`src/rtl/kyogenrv_arb_pkg.sv`:
```
// Shared types and constants for the KyogenRV two-master Avalon-MM arbiter.
package kyogenrv_arb_pkg;

   typedef enum logic [1:0] {
      StIdle = 2'd0,
      StCmd  = 2'd1,
      StRdw  = 2'd2
   } arb_state_e;

   typedef enum logic {
      Master0 = 1'b0,
      Master1 = 1'b1
   } master_id_e;

   localparam logic [31:0] ARB_TIMEOUT_DATA = 32'hDEAD_BEEF;

endpackage

```
`src/rtl/kyogenrv_rr_pick.sv`:
```
// Two-way round-robin pick: a sole requester wins, a tie goes to the master
// that did not win last time.
module kyogenrv_rr_pick
   import kyogenrv_arb_pkg::*;
(
   input  logic [1:0] req,
   input  master_id_e last_grant,
   output master_id_e grant
);

   always_comb begin
      grant = Master0;
      unique case (req)
         2'b10:   grant = Master1;
         2'b11:   grant = (last_grant == Master0) ? Master1 : Master0;
         default: grant = Master0;
      endcase
   end

endmodule

```
`src/rtl/kyogenrv_avmm_arb2.sv`:
```
// Two-master (CPU data / debug loader) to one-slave Avalon-MM arbiter, one
// transaction in flight. KYOGENRV_ARB_TIMEOUT_EN compiles in the watchdog.
module kyogenrv_avmm_arb2
   import kyogenrv_arb_pkg::*;
#(
   parameter int unsigned ADDR_W      = 32,
   parameter int unsigned DATA_W      = 32,
   parameter int unsigned TIMEOUT_CYC = 256
) (
   input  logic                clk_riscv,
   input  logic                rst_in,

   input  logic [ADDR_W-1:0]   m0_address,
   input  logic [DATA_W-1:0]   m0_writedata,
   input  logic [DATA_W/8-1:0] m0_byteenable,
   input  logic                m0_read,
   input  logic                m0_write,
   output logic                m0_waitrequest,
   output logic                m0_readdatavalid,
   output logic [DATA_W-1:0]   m0_readdata,

   input  logic [ADDR_W-1:0]   m1_address,
   input  logic [DATA_W-1:0]   m1_writedata,
   input  logic [DATA_W/8-1:0] m1_byteenable,
   input  logic                m1_read,
   input  logic                m1_write,
   output logic                m1_waitrequest,
   output logic                m1_readdatavalid,
   output logic [DATA_W-1:0]   m1_readdata,

   output logic [ADDR_W-1:0]   s_address,
   output logic [DATA_W-1:0]   s_writedata,
   output logic [DATA_W/8-1:0] s_byteenable,
   output logic                s_read,
   output logic                s_write,
   input  logic                s_waitrequest,
   input  logic                s_readdatavalid,
   input  logic [DATA_W-1:0]   s_readdata,

   output logic                err_timeout
);

   arb_state_e  state_q, state_d;
   master_id_e  owner_q, owner_d;
   master_id_e  last_grant_q, last_grant_d;
   master_id_e  pick;

   logic              g_read, g_write;
   logic              cmd_wait;
   logic              rd_valid;
   logic [DATA_W-1:0] rd_data;
   logic              tmo_hit;
   logic              rd_abort;
   logic              err_set;
   logic              abort_set;

   kyogenrv_rr_pick u_rr_pick (
      .req        ({m1_read | m1_write, m0_read | m0_write}),
      .last_grant (last_grant_q),
      .grant      (pick)
   );

   // The slave bus always carries the owner's command; strobes gate it.
   assign s_address    = (owner_q == Master1) ? m1_address    : m0_address;
   assign s_writedata  = (owner_q == Master1) ? m1_writedata  : m0_writedata;
   assign s_byteenable = (owner_q == Master1) ? m1_byteenable : m0_byteenable;
   assign g_write      = (owner_q == Master1) ? m1_write      : m0_write;
   assign g_read       = ((owner_q == Master1) ? m1_read : m0_read) & ~g_write;

   assign s_write = (state_q == StCmd) & g_write;
   assign s_read  = (state_q == StCmd) & g_read;

   always_comb begin
      state_d      = state_q;
      owner_d      = owner_q;
      last_grant_d = last_grant_q;
      cmd_wait     = 1'b1;
      rd_valid     = 1'b0;
      rd_data      = s_readdata;
      err_set      = 1'b0;
      abort_set    = 1'b0;
      unique case (state_q)
         StIdle: begin
            if (m0_read | m0_write | m1_read | m1_write) begin
               owner_d      = pick;
               last_grant_d = pick;
               state_d      = StCmd;
            end
         end
         StCmd: begin
            cmd_wait = s_waitrequest;
            if (!(g_read | g_write)) begin
               state_d = StIdle;
            end else if (!s_waitrequest) begin
               state_d = g_write ? StIdle : StRdw;
            end else if (tmo_hit) begin
               // Release the master; a stuck read still owes it a data beat.
               cmd_wait  = 1'b0;
               err_set   = 1'b1;
               abort_set = g_read;
               state_d   = g_write ? StIdle : StRdw;
            end
         end
         StRdw: begin
            if (rd_abort) begin
               rd_valid = 1'b1;
               rd_data  = DATA_W'(ARB_TIMEOUT_DATA);
               state_d  = StIdle;
            end else if (s_readdatavalid) begin
               rd_valid = 1'b1;
               state_d  = StIdle;
            end else if (tmo_hit) begin
               rd_valid = 1'b1;
               rd_data  = DATA_W'(ARB_TIMEOUT_DATA);
               err_set  = 1'b1;
               state_d  = StIdle;
            end
         end
         default: state_d = StIdle;
      endcase
   end

   assign m0_waitrequest   = (owner_q == Master0) ? cmd_wait : 1'b1;
   assign m1_waitrequest   = (owner_q == Master1) ? cmd_wait : 1'b1;
   assign m0_readdatavalid = rd_valid & (owner_q == Master0);
   assign m1_readdatavalid = rd_valid & (owner_q == Master1);
   assign m0_readdata      = m0_readdatavalid ? rd_data : '0;
   assign m1_readdata      = m1_readdatavalid ? rd_data : '0;

   always_ff @(posedge clk_riscv or negedge rst_in) begin
      if (!rst_in) begin
         state_q      <= StIdle;
         owner_q      <= Master0;
         last_grant_q <= Master1;
      end else begin
         state_q      <= state_d;
         owner_q      <= owner_d;
         last_grant_q <= last_grant_d;
      end
   end

`ifdef KYOGENRV_ARB_TIMEOUT_EN
   localparam int unsigned CntW = $clog2(TIMEOUT_CYC) + 1;

   logic [CntW-1:0] cnt_q, cnt_d;
   logic            counting;
   logic            err_q;
   logic            abort_q;

   assign counting = ((state_q == StCmd) && s_waitrequest) || (state_q == StRdw);
   assign tmo_hit  = counting && (cnt_q == CntW'(TIMEOUT_CYC - 1));
   assign rd_abort = abort_q;

   always_comb begin
      cnt_d = cnt_q;
      if (state_d != state_q) begin
         cnt_d = '0;
      end else if (counting) begin
         cnt_d = cnt_q + CntW'(1);
      end
   end

   always_ff @(posedge clk_riscv or negedge rst_in) begin
      if (!rst_in) begin
         cnt_q   <= '0;
         err_q   <= 1'b0;
         abort_q <= 1'b0;
      end else begin
         cnt_q   <= cnt_d;
         err_q   <= err_q | err_set;
         abort_q <= abort_set;
      end
   end

   assign err_timeout = err_q;
`else
   logic unused_cfg;

   assign tmo_hit     = 1'b0;
   assign rd_abort    = 1'b0;
   assign err_timeout = 1'b0;
   assign unused_cfg  = ^{TIMEOUT_CYC, err_set, abort_set};
`endif

endmodule

```
`config.mk`:
```
export PLATFORM = sky130hd
export DESIGN_NAME = kyogenrv_avmm_arb2
export DESIGN_NICKNAME = d
export VERILOG_FILES = /design/src/rtl/kyogenrv_arb_pkg.sv /design/src/rtl/kyogenrv_rr_pick.sv /design/src/rtl/kyogenrv_avmm_arb2.sv
export SDC_FILE = /design/constraint.sdc
export NUM_CORES = 1
export LEC_CHECK = 0
export ABC_AREA = 1
export CORE_AREA = 2 2 123 125
export CTS_BUF_LIST = sky130_fd_sc_hd__clkbuf_2
export DETAILED_ROUTE_END_ITERATION = 6
export DIE_AREA = 0 0 125 127
export MAX_ROUTING_LAYER = met4
export PLACE_DENSITY = 0.61
export SLEW_MARGIN = 20
export SYNTH_ARGS = -nofsm -noshare
export SYNTH_HDL_FRONTEND = slang
export SYNTH_SLANG_ARGS = --single-unit
```
`constraint.sdc`:
```
create_clock -name clk_riscv -period 1.4 [get_ports clk_riscv]
set_clock_uncertainty 0.1 [all_clocks]
set_input_delay 0.35 -clock clk_riscv [delete_from_list [all_inputs] [get_ports clk_riscv]]
set_output_delay 0.35 -clock clk_riscv [all_outputs]
set_load 0.05 [all_outputs]
```
==> Yosys cells after proc, flatten, opt, wreduce, memory -nomap -nowiden <==
Index checks and enable logic that the tools add are counted.
{ "totals": {"ff_bits": 4, "out_inout_bits": 139, "in_bits": 176, "wordCells": 47} }
{ "classes": {"bitwise": 12, "muxes": 22, "n_reduce_logical": 3, "n_eq_ne": 7} }
{ "ops": {"columns": ["cell", "count"], "rows": [
  ["32-bit two-way mux", 4],
  ["1-bit two-way mux", 10],
  ["2-bit two-way mux", 5],
  ["2-bit == test, second input constant", 3],
  ["2-bit case mux with 3 select lines", 1],
  ["1-bit bitwise AND", 5],
  ["1-bit bitwise OR", 5],
  ["4-bit two-way mux", 1],
  ["2-bit inequality test, second input constant", 2],
  ["3-bit inequality test, second input constant", 1],
  ["3-bit AND reduction", 1],
  ["2-bit by 1-bit == test with 1-bit output, second input constant", 1],
  ["2-bit logical NOT", 1],
  ["1-bit NOT", 2],
  ["1-bit case mux with 2 select lines", 1],
  ["2-bit AND reduction", 1]
]} }

==> Longest topological paths before layout <==
Gate-level depths: netlist (run 1).
{ "depth": {"ltp_word": 7, "depth_mapped": 8, "depth_no_buf": 7} }

==> By module <==
Synthesis (run 1) repeated with hierarchy kept, for this count alone.
{ "unflattened": {"cells_unflattened": 378, "area_unflattened_um2": 1591.5} }
{ "modules_own_cells": {"columns": ["mod", "seq_area_each_um2", "cells_each", "n_inst", "area_each_um2"], "rows": [
  ["kyogenrv_avmm_arb2", 101.3, 376, 1, 1579.0],
  ["kyogenrv_rr_pick", 0.0, 2, 1, 12.5]
]} }

==> Worst setup path after synthesis (run 1) <==
Ideal clock, no wire load.
{ "synth_timing": {"kind": "flip-flop to output port", "from": "register state_q[0]", "to": "output m0_readdata[10]", "t_arrival_ps": 1983, "required_time_ps": 950, "n_path_buf": 1, "stages_incl_launch_ff": 7, "slack_ps": -1033, "path_cell_list": "dfrtp_1 -> inv_1 -> nand3_2 -> nor2_2 -> inv_2 -> buf_6 -> nor2_1"} }
{ "synth_via": {"elab_chain_len": 4} }
{ "synth_rtl": {"columns": ["element", "line_no", "text"], "rows": [
  ["from (decl)", "kyogenrv_avmm_arb2.sv:43", "arb_state_e state_q, state_d;"],
  ["from (signal assigned)", "kyogenrv_avmm_arb2.sv:132", "state_q <= StIdle;"],
  ["from (signal assigned)", "kyogenrv_avmm_arb2.sv:136", "state_q <= state_d;"],
  ["2-bit == test", "kyogenrv_avmm_arb2.sv:82", "unique case (state_q)"],
  ["1-bit two-way mux", "kyogenrv_avmm_arb2.sv:82", null],
  ["1-bit bitwise AND", "kyogenrv_avmm_arb2.sv:125", "assign m0_readdatavalid = rd_valid & (owner_q == Master0);"],
  ["net m0_readdatavalid", "kyogenrv_avmm_arb2.sv:19", "output logic m0_readdatavalid,"],
  ["32-bit two-way mux", "kyogenrv_avmm_arb2.sv:127", "assign m0_readdata = m0_readdatavalid ? rd_data : '0;"],
  ["to (decl)", "kyogenrv_avmm_arb2.sv:20", "output logic [DATA_W-1:0] m0_readdata,"]
]} }
The timed path passes the listed nets, and every way through them passes these cells.

==> Worst setup path after layout (run 1) <==
{ "layout_timing": {"from": "register state_q[0]", "to": "output m0_readdata[2]"} }
{ "layout_via": {"elab_chain_len": 4} }
{ "layout_rtl": {"columns": ["element", "line_no"], "rows": [
  ["2-bit == test", "kyogenrv_avmm_arb2.sv:82"],
  ["1-bit two-way mux", "kyogenrv_avmm_arb2.sv:82"],
  ["1-bit bitwise AND", "kyogenrv_avmm_arb2.sv:125"],
  ["32-bit two-way mux", "kyogenrv_avmm_arb2.sv:127"]
]} }
Every way passes these cells.

==> results.json, run 1 <==
{
  "status": "finished, violations left",
  "violations": "setup timing",
  "final_area_sq_um": 8060,
  "cp-start-kind": "register",
  "grt_usage": 0.155,
  "cts_buffers": 3,
  "yosysWarnings": 0,
  "drive_gt1_frac": 0.575,
  "drt_iter0_markers": 40,
  "worstPathMaxFanout": 10,
  "finalWirelength_mm": 12.7,
  "vias": 3602,
  "syn_area_sq_um": 1590,
  "drc": 0,
  "routedWlPerCell_um": 14.1,
  "cts-root-buf": "clkbuf_2",
  "dieArea_sq_um": 15900,
  "ys_types": 17,
  "reg2reg_slack_ns": 0,
  "port_buffers": 313,
  "cap_violations": 0,
  "fin_ws_ns": -0.519,
  "antenna_found_initial": 4,
  "reg2reg_to": "state_q[1]",
  "synth_cells": 377,
  "dpl.hpwl_mm": 10.8,
  "p_leak_nw": 3.58,
  "synth_seq_cells": 4,
  "grt_max_degree": 23,
  "cts_max_path_buffers": 2,
  "floorplan.initialDensity": 0.110,
  "crit_type": "reg2out",
  "power_density_nw_per_um2": 1810,
  "ios": 315,
  "n_fill_cell": 1213,
  "synth.avg_cell_area_sq_um": 4.22,
  "synthToLayoutAreaGrowth_pct": 406,
  "worstRegToRegCells": 9,
  "post-route-min-period_ns": 1.92,
  "end_kind": "primary output",
  "syn-num-nets": 553,
  "hold_violations": 0,
  "required_ns": 0.95,
  "core_area_sq_um": 14400,
  "gp_congestion": 0.912,
  "dpl_cell_area_sq_um": 7190,
  "grt_pass1_vias": 3964,
  "grt_overflow": 0,
  "die_y_um": 127,
  "cts_tree": "yes",
  "synth_seq_area_share": 0.0637,
  "ir_drop_mv": 1.15,
  "viasPerCell": 3.98,
  "clk_latency_ns": 0.23,
  "hold_class": "in2async",
  "final-setup-viol-count": 139,
  "cp_data_arrival_time_ns": 1.47,
  "finalCritPeriodShare": 1.37,
  "postCtsHoldBufs": 0,
  "report.final.slew_viol_count": 0,
  "setup_tns_ns": -62.91,
  "row_count": 44,
  "cts.sink_count": 4,
  "dr.pass1.iters": 4,
  "path_clk_slew_ns": 0.06,
  "cts_max_level": 1,
  "rsz0062_at_grt": "yes",
  "grt_pass1_wl_mm": 19.3,
  "power_mw": 14.6,
  "max_freq_mhz": 521,
  "ant_nets": 0,
  "layout.nets": 893,
  "rr_startpoint": "owner_q",
  "die_x_um": 125
}
[area by class of cell]
class,instances,area [sq um],share of cell area
flip-flops and latches,4,103,0.0127
diodes,4,10.0,0.00124
clock buffers,4,20.0,0.00248
multi-input cells,305,2570,0.320
repair buffers,358,4940,0.613
inverters,45,181,0.0225
well taps,184,230,0.0286
[worst max-delay path by stage]
stage	slack [ns]	endpoint	start	cells past startpoint
floorplan	-0.54	m1_readdata[10]	state_q[0]	6
global placement	-0.71	m1_readdata[21]	s_readdatavalid	7
detailed placement	-0.73	m1_readdata[22]	s_readdatavalid	7
CTS	-0.51	m1_readdata[21]	owner_q	6
global route	-0.62	m1_readdata[21]	state_q[0]	7
finish	-0.52	m0_readdata[2]	state_q[0]	7
[critical path, cell delays in order, from the launching register on]
cell,delay [ns]
dfrtp_1,0.39
inv_2,0.08
nand3_4,0.10
nor2_4,0.16
inv_4,0.08
buf_12,0.16
nor2_4,0.12
buf_12,0.15
[placed cells by master, fill, tap and decap left out, types with 2 or more instances in the layout]
cell	Yosys	layout
nor2_1	71	2
nand2_2	0	47
inv_1	43	40
nand3_4	0	4
o21ai_1	0	2
buf_4	4	13
dlygate4sd2_1	0	3
nand2_4	0	95
buf_8	0	11
inv_4	0	3
dfrtp_1	3	2
buf_16	0	5
clkbuf_16	0	3
buf_6	6	35
diode_2	0	4
nor2_4	0	70
nand2_1	220	78
clkdlybuf4s50_1	0	172
buf_12	0	116
clkbuf_2	0	4
[per-layer routing]
metal  vias up  GRT usage  routed length [um]
li1       1769          -                   -
met1      1614      0.150                4250
met2       198      0.301                7140
met3        21     0.0385                1050
met4         0     0.0529                 297
met5         -          -                   0
[cell usage after synthesis]
master | n | area share
nor2_1 | 71 | 0.17
inv_1 | 43 | 0.10
dfrtp_1 | 3 | 0.047
clkbuf_1 | 10 | 0.024
nand3_1 | 5 | 0.016
nor2_2 | 2 | 0.0079
nand2_1 | 220 | 0.52
conb_1 | 1 | 0.0024
nand3b_1 | 1 | 0.0047
dfstp_2 | 1 | 0.017
buf_2 | 3 | 0.0094
nor3_1 | 1 | 0.0031
nand3_2 | 1 | 0.0063
inv_2 | 2 | 0.0047
buf_6 | 6 | 0.042
buf_4 | 4 | 0.019
o21ai_0 | 3 | 0.0094
[sequential cells by signal, indices dropped and copies added (netlist names)]
signal and count:
last_grant_q 1, state_q 2, owner_q 1
[what timing repair did]
item                                    in CTS  in global routing
pin swaps                                   14                  7
gates resized for setup                    143                 34
endpoints found under the setup margin     141                142
endpoints found under the hold margin        0                  0
gates cloned                                 4                  4
setup buffers                                6                  2
[logic make-up after synthesis]
kind of cell | after synthesis | share of synthesized area
DFF | 4 | 0.0637
AOI/OAI and AO/OA | 3 | 0.00943
and+or+nand+nor | 301 | 0.724
other | 1 | 0.00236
buffers and inverters | 68 | 0.200
[stage by stage]
| stage | setup slack [ns] | instances | hold WS [ns] | utilization |
|---|---|---|---|---|
| 6_report | -0.519 | 904 | 0.225 | 0.559 |
| 5_1_grt | -0.621 | 904 | 0.224 | 0.559 |
| 4_1_cts | -0.507 | 895 | 0.230 | 0.543 |
| 3_5_place_dp | -0.733 | 882 | 0.387 | 0.499 |
| 3_3_place_gp | -0.715 | 882 | 0.388 | 0.499 |
| 2_1_floorplan | -0.545 | 377 | -0.0456 | - |
[where the power goes]
part | internal (mW) | switching, mW
registers | 0.190 | 0.0798
logic | 6.58 | 7.58
clock network | 0.0755 | 0.0624
total | 6.84 | 7.73
Note: power is estimated with default switching activity, not from simulation.
==> inputs of run 2 (changes only) <==
--- a/config.mk
+++ b/config.mk
@@ -5,14 +5,15 @@
 export SDC_FILE = /design/constraint.sdc
 export NUM_CORES = 1
 export LEC_CHECK = 0
-export ABC_AREA = 1
-export CORE_AREA = 2 2 123 125
+export ABC_AREA = 0
+export CORE_AREA = 2 2 121 123
 export CTS_BUF_LIST = sky130_fd_sc_hd__clkbuf_2
 export DETAILED_ROUTE_END_ITERATION = 6
-export DIE_AREA = 0 0 125 127
+export DIE_AREA = 0 0 123 125
 export MAX_ROUTING_LAYER = met4
-export PLACE_DENSITY = 0.61
+export PLACE_DENSITY = 0.62
 export SLEW_MARGIN = 20
 export SYNTH_ARGS = -nofsm -noshare
 export SYNTH_HDL_FRONTEND = slang
+export SYNTH_HIERARCHICAL = 1
 export SYNTH_SLANG_ARGS = --single-unit
==> results.json, run 2 <==
{
  "status": "finished, violations left",
  "violations": "setup timing",
  "drc": 0,
  "cts_max_level": 1,
  "hold_slack_ns": 0.205,
  "finalWirelength_mm": 10.6,
  "fin_ws_ns": -0.664,
  "synthToLayoutAreaGrowth_pct": 330,
  "viasPerCell": 3.80,
  "post-route-min-period_ns": 2.06,
  "ir_drop_mv": 0.935,
  "regMostFlops": "state_q",
  "vias": 2618,
  "hold_class": "in2async",
  "mostFrequentLayoutCell": "clkdlybuf4s50_1",
  "ys_types": 26,
  "largest_reg_flops": 2,
  "row_count": 44,
  "drive_gt1_frac": 0.630,
  "die_y_um": 125,
  "yosys-top-cells-count": "70 x mux2_2, 64 x and2_1, 9 x buf_2",
  "max_freq_mhz": 484,
  "finalCritPeriodShare": 1.47,
  "async_flop_share": 1.00,
  "routedWlPerCell_um": 15.4,
  "dpl.hpwl_mm": 9.13,
  "cts_max_path_buffers": 2,
  "p_leak_nw": 2.92,
  "cp_slowest_stage_delay_ns": 0.41,
  "synth_seq_area_share": 0.0655,
  "hold_violations": 0,
  "path_clk_slew_ns": 0.07,
  "synth_seq_cells": 4,
  "yosysWarnings": 6,
  "power_mw": 8.89,
  "dieArea_sq_um": 15400,
  "floorplan.initialDensity": 0.109,
  "postCtsHoldBufs": 0,
  "clk_latency_ns": 0.23,
  "largest_registers": "state_q x2, last_grant_q x1, owner_q x1",
  "preCtsSetupSlack_ns": -0.695,
  "core_area_sq_um": 14200,
  "layout.nets": 682,
  "antennaDiodeCount": 0,
  "dr.pass1.iters": 4,
  "cts.sink_count": 4,
  "cts_tree": "yes",
  "cp_data_arrival_time_ns": 1.61,
  "utilization": 0.468,
  "rsz0062_at_grt": "yes",
  "combPwrFrac": 0.958,
  "end_kind": "primary output",
  "layout_common_cells": "169 x clkdlybuf4s50_1, 105 x buf_12, 68 x mux2_4, 64 x and2_4, 27 x buf_4",
  "cp-start-kind": "register",
  "grt_max_degree": 34,
  "port_buffers": 313,
  "grt_usage": 0.131,
  "synth_top_area_frac": 0.509,
  "p_int_mw": 4.46,
  "final-setup-viol-count": 140,
  "synth-edff-count": 0,
  "p_sw_mw": 4.42,
  "syn_area_sq_um": 1550,
  "cap_violations": 0,
  "stdcell_count": 689,
  "yosysMostFrequentCell": "mux2_2",
  "placed_cells": 677,
  "p_sw_frac": 0.498,
  "required_ns": 0.95,
  "synth.avg_cell_area_sq_um": 8.65,
  "power_density_nw_per_um2": 1340,
  "ys.flop_type": "dfrtp_1",
  "gp_congestion": 0.860,
  "die_x_um": 123,
  "antenna_found_initial": 0,
  "p_clk_frac": 0.015,
  "path_cells": "buf_4 > buf_12 > mux2_2 > buf_4",
  "worstPathMaxFanout": 14,
  "drt_iter0_markers": 38,
  "grt_pass1_wl_mm": 15.3,
  "cp_slowest_cell": "dfrtp_4",
  "crit_type": "reg2out",
  "synth_area_leaders": "mux2_2 51%, and2_1 26%, dfrtp_1 4.9%",
  "cts-root-buf": "clkbuf_2",
  "cts_buffers": 3,
  "ios": 315,
  "grt_pass1_vias": 2788,
  "report.final.slew_viol_count": 0,
  "ant_nets": 0,
  "grt_overflow": 0,
  "crit_top_cell": "buf_4",
  "syn-num-nets": 355,
  "power_frac_seq": 0.026,
  "netlist.top_cell.by_area": "mux2_2",
  "synth_cells": 179
}
[run 2: cell count changes after synthesis, moves of 5 or more]
| cell | delta |
|---|---|
| nand2_1 | -218 |
| mux2_2 | +70 |
| nor2_1 | -65 |
| and2_1 | +64 |
| inv_1 | -42 |
| clkbuf_1 | -8 |
| buf_2 | +6 |
| buf_6 | -6 |
| nand3_1 | -5 |
[run 2: through the flow]
| step | instance area (sq um) | setup TNS [ns] |
|---|---|---|
| detailed placement | 6330 | -70.48 |
| floorplan | 2000 | -30.48 |
| global route | 6650 | -88.40 |
| global placement | 6330 | -69.46 |
| CTS | 6650 | -83.78 |
| finish | 6650 | -82.13 |
[run 2: logic make-up (layout without fill, tap and decap cells)]
family,count (synthesis),count (layout),share of synthesized area
AOI/OAI and AO/OA,7,7,0.0412
buffers and inverters,17,343,0.0606
DFF,4,4,0.0655
muxes,71,71,0.516
other,1,1,0.00242
and+or+nand+nor,79,79,0.314
[run 2: cell type report]
cell class                      count  area (sq um)
Fill cell                        1274          7550
Tap cell                          184           230
Inverter                            1          3.75
Multi-Input combinational cell    158          1840
Sequential cell                     4           105
Clock buffer                        4          20.0
Timing Repair Buffer              338          4450
[run 2: routing by layer]
| metal | vias up | track usage | share of wire |
|---|---|---|---|
| li1 | 1266 | - | - |
| met1 | 1189 | 0.137 | 0.34 |
| met2 | 155 | 0.254 | 0.57 |
| met3 | 8 | 0.0269 | 0.084 |
| met4 | 0 | 0.0180 | 0.0073 |
| met5 | - | - | 0 |
[run 2: power groups by stage]
stage	combinational [mW]	sequential (mW)	clock (mW)
after floorplan	4.92	0.210	0
after global placement	8.01	0.248	0
after detailed placement	8.06	0.249	0
after CTS	8.51	0.233	0.132
after global routing	8.78	0.242	0.148
final	8.52	0.233	0.136
[run 2: repair_timing]
action | CTS | global route
buffers inserted | 7 | 0
gates cloned | 3 | 1
hold endpoints to repair | 0 | 0
pin swaps | 12 | 4
endpoints found under the setup margin | 142 | 142
resized for setup | 60 | 2
[run 2: worst max-delay path, delay by kind of cell, from the launching register on]
| family | cells | cell delay (ns) |
|---|---|---|
| buffers and inverters | 3 | 0.64 |
| multiplexers | 1 | 0.34 |
| flip-flops | 1 | 0.41 |
[run 2: worst paths after layout]
path | endpoint | cells past startpoint | from | slack [ns]
setup / recovery | s_writedata[31] | 4 | owner_q | -0.66
hold / removal | state_q[0] | 1 | rst_in | 0.21
setup reg to reg | state_q[1] | 4 | owner_q | -0.15
min in group clk_riscv | last_grant_q | 1 | last_grant_q | 0.53
max in group asynchronous | last_grant_q | 1 | rst_in | 0.74
hold reg to reg | last_grant_q | 1 | last_grant_q | 0.53
